==> config.mk <==
export PLATFORM = sky130hd
export DESIGN_NAME = pipo_load_arbiter
export DESIGN_NICKNAME = d
export VERILOG_FILES = /design/src/rtl/pipo_load_arbiter_pkg.sv /design/src/rtl/pipo_load_arbiter_rr_pick.sv /design/src/rtl/pipo_load_arbiter.sv
export SDC_FILE = /design/constraint.sdc
export NUM_CORES = 1
export LEC_CHECK = 0
export CAP_MARGIN = 20
export CORE_MARGIN = 1
export CORE_UTILIZATION = 41
export CTS_BUF_LIST = sky130_fd_sc_hd__clkbuf_4 sky130_fd_sc_hd__clkbuf_8
export CTS_CLUSTER_DIAMETER = 100
export DETAILED_ROUTE_END_ITERATION = 16
export GPL_TIMING_DRIVEN = 0
export PLACE_DENSITY = 0.71
export SLEW_MARGIN = 30
export SYNTH_ARGS = -nofsm -noshare
export SYNTH_HDL_FRONTEND = slang
export SYNTH_SLANG_ARGS = --single-unit
==> constraint.sdc <==
create_clock -name clk -period 3.5 [get_ports clk]
set_clock_uncertainty 0.15 [all_clocks]
set_input_delay 0.875 -clock clk [delete_from_list [all_inputs] [get_ports clk]]
set_output_delay 0.875 -clock clk [all_outputs]
set_load 0.05 [all_outputs]
==> src/rtl/pipo_load_arbiter_pkg.sv <==
// Shared encodings and default parameters for the PIPO load arbiter.
package pipo_load_arbiter_pkg;

  localparam int unsigned DEF_N_REQ    = 4;
  localparam int unsigned DEF_WIDTH    = 4;
  localparam int unsigned DEF_HOLD_CYC = 2;
  localparam int unsigned OWNER_W      = 3;

  typedef enum logic [1:0] {
    IDLE  = 2'd0,
    GRANT = 2'd1,
    HOLD  = 2'd2
  } arb_state_e;

endpackage

==> src/rtl/pipo_load_arbiter_rr_pick.sv <==
// Round-robin picker: first asserted request at or after (ptr+1) mod N_REQ.
module rr_pick
  import pipo_load_arbiter_pkg::*;
#(
  parameter int unsigned N_REQ = DEF_N_REQ
) (
  input  logic [N_REQ-1:0]   req,
  input  logic [OWNER_W-1:0] ptr,
  output logic [N_REQ-1:0]   onehot,
  output logic [OWNER_W-1:0] idx,
  output logic               any
);

  // Scan from the slot after the last winner; the first hit wins.
  always_comb begin
    int unsigned pos;
    onehot = '0;
    idx    = '0;
    any    = 1'b0;
    pos    = 0;
    for (int unsigned k = 0; k < N_REQ; k++) begin
      pos = (32'(ptr) + 32'd1 + k) % N_REQ;
      if (!any && (((req >> pos) & N_REQ'(1)) != N_REQ'(0))) begin
        any    = 1'b1;
        idx    = OWNER_W'(pos);
        onehot = N_REQ'(1) << pos;
      end
    end
  end

endmodule

==> src/rtl/pipo_load_arbiter.sv <==
// Arbitrates N_REQ requesters onto one shared PIPO register, one load at a time.
module pipo_load_arbiter
  import pipo_load_arbiter_pkg::*;
#(
  parameter int unsigned N_REQ    = DEF_N_REQ,
  parameter int unsigned WIDTH    = DEF_WIDTH,
  parameter int unsigned HOLD_CYC = DEF_HOLD_CYC
) (
  input  logic                     clk,
  input  logic                     rst,
  input  logic [N_REQ-1:0]         req,
  input  logic [N_REQ*WIDTH-1:0]   req_data,
  output logic [N_REQ-1:0]         gnt,
  output logic                     load,
  output logic [WIDTH-1:0]         d,
  output logic [OWNER_W-1:0]       owner,
  output logic                     owner_valid,
  output logic                     busy
);

  localparam int unsigned CNT_W = $clog2(HOLD_CYC + 1);

  arb_state_e          state_q, state_d;
  logic [CNT_W-1:0]    cnt_q, cnt_d;
  logic [OWNER_W-1:0]  last_q, last_d;
  logic [N_REQ-1:0]    gnt_d;
  logic                load_d;
  logic [WIDTH-1:0]    d_d;
  logic [OWNER_W-1:0]  owner_d;
  logic                owner_valid_d;
  logic                busy_d;

  logic [N_REQ-1:0]    pick_onehot;
  logic [OWNER_W-1:0]  pick_idx;
  logic                pick_any;

  rr_pick #(.N_REQ(N_REQ)) u_pick (
    .req    (req),
    .ptr    (last_q),
    .onehot (pick_onehot),
    .idx    (pick_idx),
    .any    (pick_any)
  );

  // Next-state and next-output logic; requests are only looked at in IDLE.
  always_comb begin
    state_d       = state_q;
    cnt_d         = cnt_q;
    last_d        = last_q;
    gnt_d         = '0;
    load_d        = 1'b0;
    d_d           = d;
    owner_d       = owner;
    owner_valid_d = owner_valid;
    unique case (state_q)
      IDLE: begin
        if (pick_any) begin
          state_d = GRANT;
          last_d  = pick_idx;
          gnt_d   = pick_onehot;
          load_d  = 1'b1;
          d_d     = WIDTH'(req_data >> (32'(pick_idx) * WIDTH));
        end
      end
      GRANT: begin
        state_d       = HOLD;
        cnt_d         = CNT_W'(1);
        owner_d       = last_q;
        owner_valid_d = 1'b1;
      end
      HOLD: begin
        if (cnt_q == CNT_W'(HOLD_CYC)) begin
          state_d = IDLE;
        end else begin
          cnt_d = cnt_q + CNT_W'(1);
        end
      end
      default: state_d = IDLE;
    endcase
    busy_d = (state_d != IDLE);
  end

  // State and registered outputs; reset aborts any transaction in flight.
  always_ff @(posedge clk) begin
    if (rst) begin
      state_q     <= IDLE;
      cnt_q       <= '0;
      last_q      <= OWNER_W'(N_REQ - 1);
      gnt         <= '0;
      load        <= 1'b0;
      d           <= '0;
      owner       <= '0;
      owner_valid <= 1'b0;
      busy        <= 1'b0;
    end else begin
      state_q     <= state_d;
      cnt_q       <= cnt_d;
      last_q      <= last_d;
      gnt         <= gnt_d;
      load        <= load_d;
      d           <= d_d;
      owner       <= owner_d;
      owner_valid <= owner_valid_d;
      busy        <= busy_d;
    end
  end

endmodule

# Word-level counts from Yosys, hierarchy flattened
# Cells that the tools add are included.
word_totals:
  regBits: 21
  latch_bits: 0
  ram_bits: 0
  rom_bits: 0
  in_bits: 22
  elab_cells: 60
  mem_count: 0
op_classes:
  add_sub_neg: 5
  multipliers: 0
  div_mod_pow: 0
  n_lt_le_gt_ge: 0
  eq_ne: 4
  n_shift: 9
  muxes: 18
  bitwise_logic: 2
  reduce_logical: 13
op_table:
  columns: ["op", "n"]
  rows:
  - ["2-to-1 mux 4 bit", 4]
  - ["<< shifter 1 x 2 -> 4 bit, first input constant", 4]
  - ["right shift 16 x 5 -> 4 bit", 1]
  - ["right shift 4 x 2 -> 1 bit", 4]
  - ["2-to-1 mux 3 bit", 3]
  - ["2-to-1 mux 2 bit", 4]
  - ["adder 2 x 1 -> 2 bit, second input constant", 3]
  - ["case mux 2 bit (3 select lines)", 1]
  - ["2-to-1 mux 1 bit", 5]
  - ["adder 2 bit, second input constant", 2]
  - ["equality test 2 bit, second input constant", 2]
  - ["case mux 2 bit (2 select lines)", 1]
  - ["AND reduction 2 bit", 2]
  - ["nonzero test 2 bit", 2]
  - ["logical AND 1 bit", 3]
  - ["logical NOT 1 bit", 3]
  - ["OR reduction 3 bit", 1]
  - ["equality test 2 x 1 -> 1 bit, second input constant", 1]
  - ["logical NOT 2 bit", 1]
  - ["!= test 2 bit, second input constant", 1]
  - ["inverter 1 bit", 2]
  - ["OR reduction 2 bit", 1]

# Logic depth before layout (Yosys ltp)
depth:
  word_depth: 15
  depth_mapped: 14

# By module
# A second synthesis with hierarchy kept.
unflattened:
  cells_unflattened: 157
  area_unflattened_um2: 1372.6
by_module_without_submodules:
  columns: ["module", "n_inst", "cells_per_inst", "area_per_inst_um2"]
  rows:
  - ["pipo_load_arbiter", 1, 80, 850.8]
  - ["rr_pick", 1, 77, 521.8]

# Least setup slack after synthesis
# OpenSTA, ideal clock, no wires.
synth_path:
  path_kind: "register to register"
  start: "register last_q[0]"
  end: "register d[3]"
  setup_ns: 0.130
  arrival_time_ns: 3.140
  slack_ns: 0.079
  path_stages_with_launch: 14
  path_cell_list: "dfxtp_1 buf_6 clkbuf_1 clkbuf_1 inv_2 ha_1 clkbuf_1 or2_2 or4_4 a21o_4 buf_6 a32o_1 a221oi_1 o31ai_1"
synth_between:
  elab_chain_len: 13
  word_cells_on_any_way: 24
synth_lines:
  columns: ["item", "line", "text"]
  rows:
  - ["start: declaration", "pipo_load_arbiter.sv:25", "logic [OWNER_W-1:0] last_q, last_d;"]
  - ["start signal: assignment", "pipo_load_arbiter.sv:88", "last_q <= OWNER_W'(N_REQ - 1);"]
  - ["start signal: assignment", "pipo_load_arbiter.sv:98", "last_q <= last_d;"]
  - ["adder 2 x 1 -> 2 bit *", "pipo_load_arbiter_rr_pick.sv:22", "pos = (32'(ptr) + 32'd1 + k) % N_REQ;"]
  - ["branches (longest 12 deep; another with adder 2 x 1 -> 2 bit)", null, null]
  - ["end signal: assignment", "pipo_load_arbiter.sv:91", "d <= '0;"]
  - ["end signal: assignment", "pipo_load_arbiter.sv:101", "d <= d_d;"]
  - ["end: declaration", "pipo_load_arbiter.sv:15", "output logic [WIDTH-1:0] d,"]
# Mark *: on every way between the ends.
# A chain may end at the register's enable or synchronous reset.

# Worst setup path after layout
layout_path:
  start: "register last_q[0]"
  end: "register d[1]"
# Same word-level chain as after synthesis.

==> impl_metrics.ini <==
[yosys]
synth_ff_type = dfxtp_1
yosysUniqueCellTypes = 50
synthArstFlopShare_pct = 0
synth_seq_cells = 19
syn_inst = 184
yosysWarnings = 0
synth-edff-count = 0
synth_xor_area_share_pct = 0.5809
synth_compound_area_share_pct = 29.38
ys_seq_area_share_pct = 25.23
synthMuxAreaShare_pct = 12.12
syn_area_um2 = 1508
synth_fa_ha_area_share_pct = 4.149
synth-simple-area-share_pct = 19.59
synth_top_family_by_area = compound AO/OA/AOI/OAI gates
postSynthAreaPerCell_um2 = 8.194
synth_fp_nets = 211

[timing]
worst_pin_slew_ps = 544.8
rsz0062_at_grt = no
min_period_ps = 3305
setup_viol = 0
drv_slew = 0
fmax_ghz = 0.3026
period_share_pct = 94.42
timing_hold_violations_final = 0
relSlewSlack_pct = 63.62

[cells_and_area]
nNetsFinal = 245
final_cell_mix = clkdlybuf4s50_1, dfxtp_1, inv_1
antenna_cells = 0
stdcell_area_um2 = 1979
area_growth_pct = 31.29
drive_above_1_share_pct = 15.67
nFillCells = 320
final_cells = 263
final_common_cell = clkdlybuf4s50_1

[global_route]
antenna_found_initial = 0
track_usage_pct = 18.77
grt_pass1_vias = 1404
grt_pass1_wl_um = 6003
gr-total-overflow = 0
grt_max_degree = 12

[cts]
clock-sinks = 19
htree_num_levels = 1
clock_latency_ps = 250
numCtsBuffers = 3
clk_path_buf_depth = 2
clk_pin_slew_ps = 70
cts-root-buf = clkbuf_8
postCtsSetupBuffers = 0
cts_tree = done

[route]
post_drt_wl_per_cell_um = 13.54
wirelength_um = 3561
ant_nets = 0
dr.pass1.iters = 4
vias_per_cell = 5.795
via_count = 1524
drc_errors = 0
drt_iter0_drc = 50

[critical_path]
r2r_setup_slack_ps = 200
slowest_stage = dfxtp_1
path_common_cell = clkbuf_4
crit_start = last_q[0]$_SDFFE_PP1P_
cp.arrival_ps = 3320
start_kind = flip-flop
crit_type = reg -> reg
path_buf_inv = 5
cpLargestDelayFamily = buffers and inverters
regToRegEndpoint = d[1]$_SDFFE_PP0P_
cp.required_ps = 3520
path_cells = buf_6 > clkbuf_4 > clkbuf_4 > inv_2 > ha_4 > mux4_2 > buf_2 > a21o_1 > and2_2 > a21oi_4 > a221oi_1 > o31ai_1
slowest_delay_ps = 390
end_kind = flip-flop
rr_startpoint = last_q[0]$_SDFFE_PP1P_
cp_max_fo = 11
worstRegToRegCells = 12

[floorplan]
die_h_um = 62.64
dieArea_um2 = 3924
dieWidth_um = 62.64
core_um2 = 3442
pin_count = 36
start_util_pct = 43.80
rows = 21

[placed_design]
io_buffers = 32
place_area_um2 = 1886
routabilityCongestion = 0.8380
hpwl_um = 2729
dp_cells = 262

[power_and_ir_drop]
power.leakage_nw = 0.8098
vdd_drop_max_mv = 0.3496
pwr_density_cell_nw_per_um2 = 853.2

[min_path]
hold_depth = 2
hold_start = owner_valid$_SDFFE_PP0P_
hold_path_class = reg -> reg
min_to = owner_valid$_SDFFE_PP0P_

[run_status]
status = finished, final reports clean

[job]
maxCapViolCount = 0
==> layer usage <==
metal  wire length (um)  track usage, %  part of all wire [%]  vias to the layer above
met5                  0               0                     0                        -
li1                   -               -                     -                      767
met2               1734           33.56                    49                       50
met1               1593           22.37                    45                      701
met3                185           3.467                   5.2                        6
met4                 48           6.105                   1.3                        0
==> area by class of cell <==
cell class / count / area [um^2] / share of cell area (%)
Buffer: 10 / 67.56 / 3.413
Timing Repair Buffer: 32 / 320.3 / 16.18
Tap cell: 46 / 57.56 / 2.908
Clock buffer: 4 / 48.80 / 2.465
Sequential cell: 19 / 380.4 / 19.22
Multi-Input combinational cell: 136 / 1045 / 52.78
Inverter: 16 / 60.06 / 3.034
==> state kept, by name, indices dropped and copies added (netlist names) <==
signal / flops
gnt: 4
state_q: 2
last_q: 2
d: 4
owner: 2
load: 1
busy: 1
cnt_q: 2
owner_valid: 1
==> power breakdown <==
part / internal [mW] / total, mW / leakage, nW / switching, mW
clock: 0.0885 / 0.156 / 0.0262 / 0.0670
combinational: 0.508 / 1.21 / 0.627 / 0.704
sequential: 0.281 / 0.321 / 0.157 / 0.0405
==> timing repair <==
item | 4_1_cts | 5_1_grt
pin swaps | 0 | 1
endpoints found under the setup margin | 12 | 11
hold buffers | 0 | 0
gates resized for setup | 9 | 5
==> cells in the mapped netlist (5+ instances only) <==
| library cell | n | area share (%) |
|---|---|---|
| mux2i_1 | 10 | 6.6 |
| nor2_1 | 12 | 3.0 |
| o21ai_0 | 5 | 1.7 |
| and3_1 | 9 | 3.7 |
| inv_1 | 15 | 3.7 |
| clkbuf_1 | 7 | 1.7 |
| ha_1 | 5 | 4.1 |
| a21oi_1 | 12 | 4.0 |
| a221oi_1 | 5 | 2.9 |
| nand2_1 | 12 | 3.0 |
| nand3_1 | 6 | 2.0 |
| a32o_1 | 9 | 6.0 |
| dfxtp_1 | 19 | 25 |
==> cells by family (layout without fill, tap and decap cells) <==
logic type	count (synthesis)	count (layout)
simple gates	57	57
xor+xnor	1	1
buf+inv	29	62
flops	19	19
fa+ha+maj	5	5
compound gates	57	57
mux	15	15
other cells	1	1
==> how the worst max path moves through the flow <==
stage / end / slack [ps] / cells past startpoint
2_1_floorplan: d[3]$_SDFFE_PP0P_ / 80 / 13
3_3_place_gp: d[3]$_SDFFE_PP0P_ / -620 / 12
3_5_place_dp: d[2]$_SDFFE_PP0P_ / -650 / 12
4_1_cts: d[1]$_SDFFE_PP0P_ / 9 / 12
5_1_grt: d[0]$_SDFFE_PP0P_ / 4 / 12
6_report: d[1]$_SDFFE_PP0P_ / 200 / 12
==> metrics by stage <==
| step | util [%] | power, mW | TNS (ps) | hold WS (ps) | setup WS [ps] |
|---|---|---|---|---|---|
| detailed placement | 54.78 | 1.457 | -5299 | 313.4 | -651.5 |
| global route | 57.51 | 1.814 | 0 | 376.2 | 4.467 |
| CTS | 56.82 | 1.653 | 0 | 324.6 | 9.006 |
| finish | 57.51 | 1.689 | 0 | 325.5 | 195.4 |
| global placement | 54.78 | 1.448 | -4628 | 302.3 | -623.3 |
| floorplan | - | 1.190 | 0 | 375.0 | 79.23 |
==> worst min-delay path, stage by stage (launching register included) <==
cell and delay, ps:
dfxtp_1 330, nor2_1 50, nor2_1 70
Power figures use the tool's default switching activity.
